### src/rtl/sync_up_counter.sv
// sync_up_counter: synchronous modulo-MODULUS up counter with enable,
// synchronous clear, clamped parallel load, combinational terminal count,
// a one-cycle registered carry pulse for cascading and a sticky overflow flag.
// Build option: define UP_SATURATE_EN to make the counter stop at MODULUS-1
// instead of wrapping (carry then never pulses; ovf still sets).
module sync_up_counter #(
   parameter int WIDTH   = 3,
   parameter int MODULUS = 8
) (
   input  logic             Clk,
   input  logic             rst,
   input  logic             clr,
   input  logic             load,
   input  logic [WIDTH-1:0] load_val,
   input  logic             en,
   output logic [WIDTH-1:0] Count,
   output logic             tc,
   output logic             carry,
   output logic             ovf
);

   // Last legal count, held one bit wider so comparisons never truncate.
   localparam logic [WIDTH:0]   LAST_C = (WIDTH + 1)'(MODULUS - 1);
   localparam logic [WIDTH-1:0] LAST_W = LAST_C[WIDTH-1:0];

   logic [WIDTH-1:0] count_q;
   logic [WIDTH-1:0] count_d;
   logic             carry_q;
   logic             carry_d;
   logic             ovf_q;
   logic             ovf_d;
   logic [WIDTH:0]   inc_s;
   logic             wrap_s;
   logic             load_big_s;

   // Next-state: clr beats load beats en; exactly one action per edge.
   always_comb begin
      count_d    = count_q;
      carry_d    = 1'b0;
      ovf_d      = ovf_q;
      inc_s      = {1'b0, count_q} + {{WIDTH{1'b0}}, 1'b1};
      // Increment overshoots the last legal value only when sitting at it.
      wrap_s     = (inc_s > LAST_C);
      load_big_s = ({1'b0, load_val} > LAST_C);
      if (clr) begin
         count_d = {WIDTH{1'b0}};
         ovf_d   = 1'b0;
      end else if (load) begin
         // Out-of-range load values clamp so Count never leaves 0..MODULUS-1.
         if (load_big_s) begin
            count_d = LAST_W;
         end else begin
            count_d = load_val;
         end
      end else if (en) begin
         if (wrap_s) begin
`ifdef UP_SATURATE_EN
            count_d = count_q;
            carry_d = 1'b0;
            ovf_d   = 1'b1;
`else
            count_d = {WIDTH{1'b0}};
            carry_d = 1'b1;
            ovf_d   = 1'b1;
`endif
         end else begin
            count_d = inc_s[WIDTH-1:0];
         end
      end else begin
         count_d = count_q;
      end
   end

   // State register with asynchronous active-high reset.
   always_ff @(posedge Clk or posedge rst) begin
      if (rst) begin
         count_q <= {WIDTH{1'b0}};
         carry_q <= 1'b0;
         ovf_q   <= 1'b0;
      end else begin
         count_q <= count_d;
         carry_q <= carry_d;
         ovf_q   <= ovf_d;
      end
   end

   assign Count = count_q;
   assign carry = carry_q;
   assign ovf   = ovf_q;
   // Terminal count decodes straight from the register, independent of en.
   assign tc    = ({1'b0, count_q} == LAST_C);

endmodule
### config.mk
export PLATFORM = sky130hd
export DESIGN_NAME = sync_up_counter
export DESIGN_NICKNAME = d
export VERILOG_FILES = /design/src/rtl/sync_up_counter.sv
export SDC_FILE = /design/constraint.sdc
export NUM_CORES = 1
export LEC_CHECK = 0
export CORE_AREA = 2 2 39 41
export DETAILED_ROUTE_END_ITERATION = 10
export DIE_AREA = 0 0 41 43
export GPL_ROUTABILITY_DRIVEN = 1
export GPL_TIMING_DRIVEN = 0
export HOLD_SLACK_MARGIN = 0.03
export PLACE_DENSITY_LB_ADDON = 0.05
export SLEW_MARGIN = 0
export SYNTH_ARGS = -nofsm -noshare
export SYNTH_HDL_FRONTEND = slang
export SYNTH_SLANG_ARGS = --single-unit
### constraint.sdc
create_clock -name Clk -period 1.5 [get_ports Clk]
set_clock_uncertainty 0.15 [all_clocks]
set_input_delay 0.15 -clock Clk [delete_from_list [all_inputs] [get_ports Clk]]
set_output_delay 0.15 -clock Clk [all_outputs]
set_load 0.02 [all_outputs]
== After elaboration in Yosys (flattened, before gate mapping) ==
Cells that the tools add are included.

* Bits in registers: 5
* Latch bits: 0
* Memory bits (writable): 0
* ROM bits: 0
* Output and inout port bits: 6
* Memories kept: 0

* $add $sub $neg: 1
* Multiply operators: 0
* Divide/modulo/power cells: 0
* $lt $le $gt $ge: 1
* Equality and inequality tests: 2
* Shifts and indexed selects: 0
* Mux-type cells: 12
* Bitwise operators: 0
* Reductions and logical operators: 4

{| class="wikitable"
|+ Operators by type and width
! kind !! number
|-
| two-way mux 3 bit || 4
|-
| two-way mux 1 bit || 8
|-
| adder 3 x 1 -> 4 bit, second input constant || 1
|-
| > comparator 4 x 3 -> 1 bit, second input constant || 1
|-
| nonzero test 2 bit || 2
|-
| == test 3 bit, second input constant || 1
|-
| AND reduction 3 bit || 1
|-
| nonzero test 3 bit || 1
|-
| != test 2 bit, second input constant || 1
|}

== Logic depth before layout (Yosys ltp) ==
Gate-level depths: netlist (run 1).

* Word-level depth: 6
* Gate-level depth with buffers: 4
* Mapped depth without buffers: 4

== Least setup slack after synthesis (run 1) ==
OpenSTA, ideal clock, no wires.

* Path kind: register to register
* Start point: register count_q[0], in the netlist Count[0]
* End point: register count_q[2], in the netlist Count[2]
* Library setup time: 104 ps
* Data arrival time: 1232 ps
* Data required time: 1246 ps
* Setup slack: 14 ps
* Stages on the path, launching flop included: 5
* Path through: dfrtp_1 > ha_1 > ha_1 > nand3_1 > a221oi_1

* Longest elaborated chain between the ends: 6

{| class="wikitable"
|+ RTL lines
! item !! RTL line !! RTL
|-
| from (decl) || 26 || <nowiki>logic [WIDTH-1:0] count_q;</nowiki>
|-
| from (signal assigned) || 77 || <nowiki>count_q <= {WIDTH{1'b0}};</nowiki>
|-
| from (signal assigned) || 81 || <nowiki>count_q <= count_d;</nowiki>
|-
| adder 3 x 1 -> 4 bit * || 41 || <nowiki>inc_s = {1'b0, count_q} + {{WIDTH{1'b0}}, 1'b1};</nowiki>
|-
| > comparator 4 x 3 -> 1 bit || 43 || <nowiki>wrap_s = (inc_s > LAST_C);</nowiki>
|-
| two-way mux 3 bit * || 56 || <nowiki>if (wrap_s) begin</nowiki>
|-
| two-way mux 3 bit * || 55 || <nowiki>end else if (en) begin</nowiki>
|-
| two-way mux 3 bit * || 48 || <nowiki>end else if (load) begin</nowiki>
|-
| two-way mux 3 bit * || 45 || <nowiki>if (clr) begin</nowiki>
|}

Every way passes the cells marked *; elsewhere a longest branch is shown, timed or not. The select of a mux whose other input is x is not followed.
A chain may end at the register's enable or synchronous reset.

== Worst setup path in the final report (run 1) ==
* Start point: register carry_q, in the netlist carry
* End point: output port carry

{| class="wikitable"
|+ RTL lines
! item !! RTL line !! RTL
|-
| from (decl) || 28 || <nowiki>logic carry_q;</nowiki>
|-
| from (signal assigned) || 82 || <nowiki>carry_q <= carry_d;</nowiki>
|-
| to (decl) || 18 || <nowiki>output logic carry,</nowiki>
|}

No word-level cell between the ends.

==> results of run 1 <==
## sequential cells by signal (all words and copies together), names as in the netlist
register	flops
Count	3
carry	1
ovf	1
## cell type report
type / instances / area (um^2)
tap: 16 / 20.0
timing repair buffer: 16 / 145
multi-input combinational: 14 / 148
fill: 144 / 905
clock buffer: 4 / 26.3
sequential: 5 / 125
inverter: 4 / 15.0
## routing by layer
layer,GRT usage,up-vias,wire [um]
met5,0,-,0
met4,0.0600,0,0
met2,0.138,8,326
met3,0.0314,0,50
met1,0.109,107,270
li1,-,119,-
## report_power, final
group	switching [mW]	internal [mW]
registers	0.00899	0.142
clock network	0.0532	0.100
logic	0.0387	0.0451
total	0.101	0.288
## synth_stat cells
library cell  count  area, um^2
dfrtp_1           5         125
inv_1             3        11.3
ha_1              2        25.0
mux2i_1           2        20.0
nand3_1           2        10.0
nor2_1            2        7.51
a21o_1            1        7.51
a21oi_2           1        8.76
a221oi_1          1        8.76
inv_2             1        3.75
mux2_1            1        11.3
nor4_4            1        21.3
xor2_1            1        8.76
## cells by family after synthesis
family,after synthesis,synth area share
flops,5,0.465
fa+ha+maj,2,0.0930
xor+xnor,1,0.0326
compound gates,3,0.0930
simple gates,5,0.144
mux,3,0.116
buf+inv,4,0.0558
## stage by stage
step | TNS (ns) | std cells | hold WS, ns
final | 0 | 59 | 0.332
after global routing | -0.00138 | 59 | 0.335
after CTS | 0 | 58 | 0.335
after detailed placement | -0.149 | 52 | 0.216
after global placement | -0.158 | 52 | 0.206
after floorplan | 0 | 23 | -0.221
## path summary, 6_finish.rpt
check,start,to,depth (start not counted)
setup / recovery,carry$_DFF_PP0_,carry,1
hold / removal,ovf$_DFFE_PP0P_,ovf$_DFFE_PP0P_,1
setup reg to reg,Count[0]$_DFFE_PP0P_,Count[1]$_DFFE_PP0P_,4
hold reg to reg,ovf$_DFFE_PP0P_,ovf$_DFFE_PP0P_,1
max in group asynchronous,rst,Count[0]$_DFFE_PP0P_,3
min in group asynchronous,rst,Count[2]$_DFFE_PP0P_,3
## repair_timing
action                                  CTS  global route
hold endpoints to repair                  5             0
hold buffers                              1             0
endpoints found under the setup margin    6             3
gates resized for setup                   8             3
buffers inserted                          1             1
==> metrics, run 1 <==
First-pass DRT Iterations=1; Hold Crit Class=flop to flop; Final Util=0.346; Die X=41 um; remaining antenna violation count=0; Clock Latency Late Sink=0.23 ns; initial antenna violation count=0; worst vdd ir=463 uV; register bit total from synthesis=5; die area=1760 um^2; status=finished clean; R2R setup slack=0.10 ns; drt wl/cell=11.0 um; H-tree depth=1; core area=1380 um^2; Total Wirelength=647 um; IO Port Bufs=13; crit path cell chain=clkdlybuf4s50_1; Post-Syn Instances=23; commonest non-fill, non-tap cell in the layout=clkdlybuf4s50_1; post-place setup slack=-0.127 ns; final worst setup slack=0.0500 ns; Vias per Instance=3.97; type of origin of the critical path=flop; Clock transition at path regs=0.04 ns; row count=14; commonest cells after routing, fill and taps aside=clkdlybuf4s50_1 (8), dfrtp_1 (5), dlygate4sd2_1 (4), inv_1 (3), clkbuf_4 (3); Worst EP arrival=1.15 ns; Ys Warns=0; Final period util=0.967; crit path max-delay cell type=clkdlybuf4s50_1; final setup fails=0; final hold vios=0; largest net degree at the start of global routing=6; PD cells=811 nW/um^2; Crit Path Class=flop to primary output; Seq/Total Area, Yosys=0.465; Slew HR=0.779; max-cap violations=0; syn_nets=33; Max Fclk=0.690 GHz; Boundary Pins=14; Initial Util=0.194; crit end category=primary output; final routed DRC violation total=0; global-route wire length before repair=1070 um; CTS Buf Count=3; clock sink count=5; clock buffer depth=2; Slew @ Worst Pin=0.331 ns; total number of vias=234; CTS tree=done; Pwr Total=0.388 mW; design area=479 um^2; count of pins over their slew limit=0; DP Area=419 um^2; DRT iter0 DRCs=0; Lkg Pwr=0.246 nW; All-Layer GR Usage=0.0931; Critical Path Fanout Max=1; Critical Path Max Stage Delay=0.59 ns; die height=43 um; total gr overflow=0; synth unique cells=13; Mapped Avg Cell Area=11.7 um^2; layout cells sized above 1=0.256; CP Data Required Time=1.20 ns; Crit path max-delay family=buffers and inverters; Synth Cell Area=269 um^2; GPL Wtd Cong=0.569; vias in the first global route=235; synth-to-layout area growth=78.1%; Crit path buffers/inverters=1; Root Buffer=clkbuf_4; Final #Nets=54; diode count=0; crit path time final=1.45 ns
Power figures use the tool's default switching activity.
==> run 2, diff against run 1 <==
--- a/config.mk
+++ b/config.mk
@@ -8,6 +8,7 @@
 export CORE_AREA = 2 2 39 41
 export DETAILED_ROUTE_END_ITERATION = 10
 export DIE_AREA = 0 0 41 43
+export DONT_BUFFER_PORTS = 1
 export GPL_ROUTABILITY_DRIVEN = 1
 export GPL_TIMING_DRIVEN = 0
 export HOLD_SLACK_MARGIN = 0.03
@@ -16,3 +17,4 @@
 export SYNTH_ARGS = -nofsm -noshare
 export SYNTH_HDL_FRONTEND = slang
 export SYNTH_SLANG_ARGS = --single-unit
+export TNS_END_PERCENT = 1
==> metrics, run 2 (synthesized netlist as in run 1, its figures left out) <==
Most Frequent Cell on Critical Path=ha_4; Worst path depth=4 (+3); CP Data Required Time=1.49 ns (+0.29 ns); design area=439 um^2 (-8.4%); Setup Fix Bufs, Post-CTS=0 (-1); DP Area=289 um^2 (-31%); final HPWL from detailed placement=460 um; initial antenna violation count=0 (unchanged); total gr overflow=0 (unchanged); area of the multi-input gates=180 um^2 (+22%); hold depth=3 (+2); Crit path buffers/inverters=0 (-1); Max Fclk=0.676 GHz (-1.9%); max-cap violations=0 (unchanged); PD cells=875 nW/um^2 (+8.0%); gr busiest metal=met2; Register Area=128 um^2 (+2.0%); count of pins over their slew limit=0 (unchanged); Hold Crit Class=input port to flop; met2 usage=0.134 (-0.00313); final routed DRC violation total=0 (unchanged); final worst setup slack=0.0213 ns (-0.0286 ns); Crit Path Class=flop to flop; Die X=41 um (unchanged); # fillers=146 (+1.4%); die height=43 um (unchanged); Crit path max-delay family=flip-flops; drt wl/cell=13.3 um (+21%); Worst EP arrival=1.47 ns (+0.32 ns); max reg flops=3 (unchanged); type of origin of the critical path=flop; Final #Nets=45 (-17%); vias in the first global route=245 (+4.3%); commonest cells after routing, fill and taps aside=dlygate4sd3_1 (7), dfrtp_1 (3), inv_1 (3), clkbuf_4 (3); die area=1760 um^2 (unchanged); worst vdd ir=336 uV (-27%); diode count=0 (unchanged); Critical Path Fanout Max=4 (+3); status=finished clean; crit path cell chain=ha_4, ha_4, nand3_4, a221oi_2; IO Port Bufs=0 (-13); commonest non-fill, non-tap cell in the layout=dlygate4sd3_1; clock buffer depth=2 (unchanged); All-Layer GR Usage=0.0848 (-0.00827); Final Util=0.317 (-0.0289); Slew @ Worst Pin=0.370 ns (+0.0392 ns); worst r2r path cells=4 (unchanged); crit path max-delay cell type=dfrtp_2; Slew HR=0.752 (-0.0263); layout cells sized above 1=0.412 (+0.156); core area=1380 um^2 (unchanged); final hold vios=0 (unchanged); CTS Buf Count=3 (unchanged); DRT iter0 DRCs=0 (unchanged); Initial Util=0.194 (unchanged); synth-to-layout area growth=63.3%; largest net degree at the start of global routing=6 (unchanged); Vias per Instance=4.44 (+12%); remaining antenna violation count=0 (unchanged); row count=14 (unchanged); Clock Latency Late Sink=0.24 ns (about the same); placed insts=39 (-25%); crit end category=flop; post-place setup slack=-0.0908 ns (+0.0359 ns); Critical Path Max Stage Delay=0.48 ns (-0.11 ns); Finished Layout Cells=50 (-15%); Lkg Pwr=0.194 nW (-21%); Total Wirelength=663 um (+2.5%); crit path time final=1.48 ns (+0.0286 ns); GPL Wtd Cong=0.593 (+4.3%); CTS tree=done; RSZ-0062 raised after global routing=true; total number of vias=222 (-5.1%); First-pass DRT Iterations=1 (unchanged); final setup fails=0 (unchanged); Clock transition at path regs=0.05 ns (about the same); Final period util=0.986 (+0.0191); Root Buffer=clkbuf_4; clock sink count=5 (unchanged); met3 usage=0.0209 (-0.0105); met1 Use GR=0.0918 (-0.0171); Hold Slack=0.0528 ns (-0.280 ns); H-tree depth=1 (unchanged); Boundary Pins=14 (unchanged); global-route wire length before repair=986 um (-7.8%)
run 2: through the flow:
step | TNS [ns] | power (mW)
final | 0 | 0.384
after floorplan | 0 | 0.184
after CTS | 0 | 0.380
after global placement | -0.179 | 0.190
after global routing | -0.0490 | 0.411
after detailed placement | -0.153 | 0.191
run 2: metal layers:
layer	vias up	routed length (um)
li1	104	-
met1	109	248
met2	9	355
met3	0	59
met4	0	0
met5	-	0
run 2: worst paths after layout:
check	startpoint	end	slack (ns)
max	Count[0]$_DFFE_PP0P_	Count[2]$_DFFE_PP0P_	0.02
max reg2reg	Count[0]$_DFFE_PP0P_	Count[2]$_DFFE_PP0P_	0.02
min in group asynchronous	rst	Count[2]$_DFFE_PP0P_	0.10
max in group asynchronous	rst	Count[0]$_DFFE_PP0P_	0.91
min	en	Count[0]$_DFFE_PP0P_	0.05
min reg2reg	ovf$_DFFE_PP0P_	ovf$_DFFE_PP0P_	0.48
run 2: timing repair:
action | CTS | global route
endpoints found under the hold margin | 10 | 0
endpoints found under the setup margin | 3 | 2
pin swaps | 2 | 4
hold buffers | 7 | 0
resized for setup | 5 | 5
run 2: worst min-delay path, delay by kind of cell:
kind	cells	cell delay (ns)
mux	1	0.14
simple gates	1	0.06
xor+xnor	1	0.04
run 2: layout make-up:
cell class,count,share of cell area
Tap cell,16,0.0456
Sequential cell,5,0.291
Inverter,4,0.0342
Clock buffer,4,0.0598
Multi-Input combinational cell,14,0.410
Timing Repair Buffer,7,0.160
run 2: power by group:
part | internal (mW) | total (mW) | switching [mW]
clock | 0.100 | 0.153 | 0.0528
combinational | 0.0386 | 0.0678 | 0.0292
sequential | 0.143 | 0.163 | 0.0206
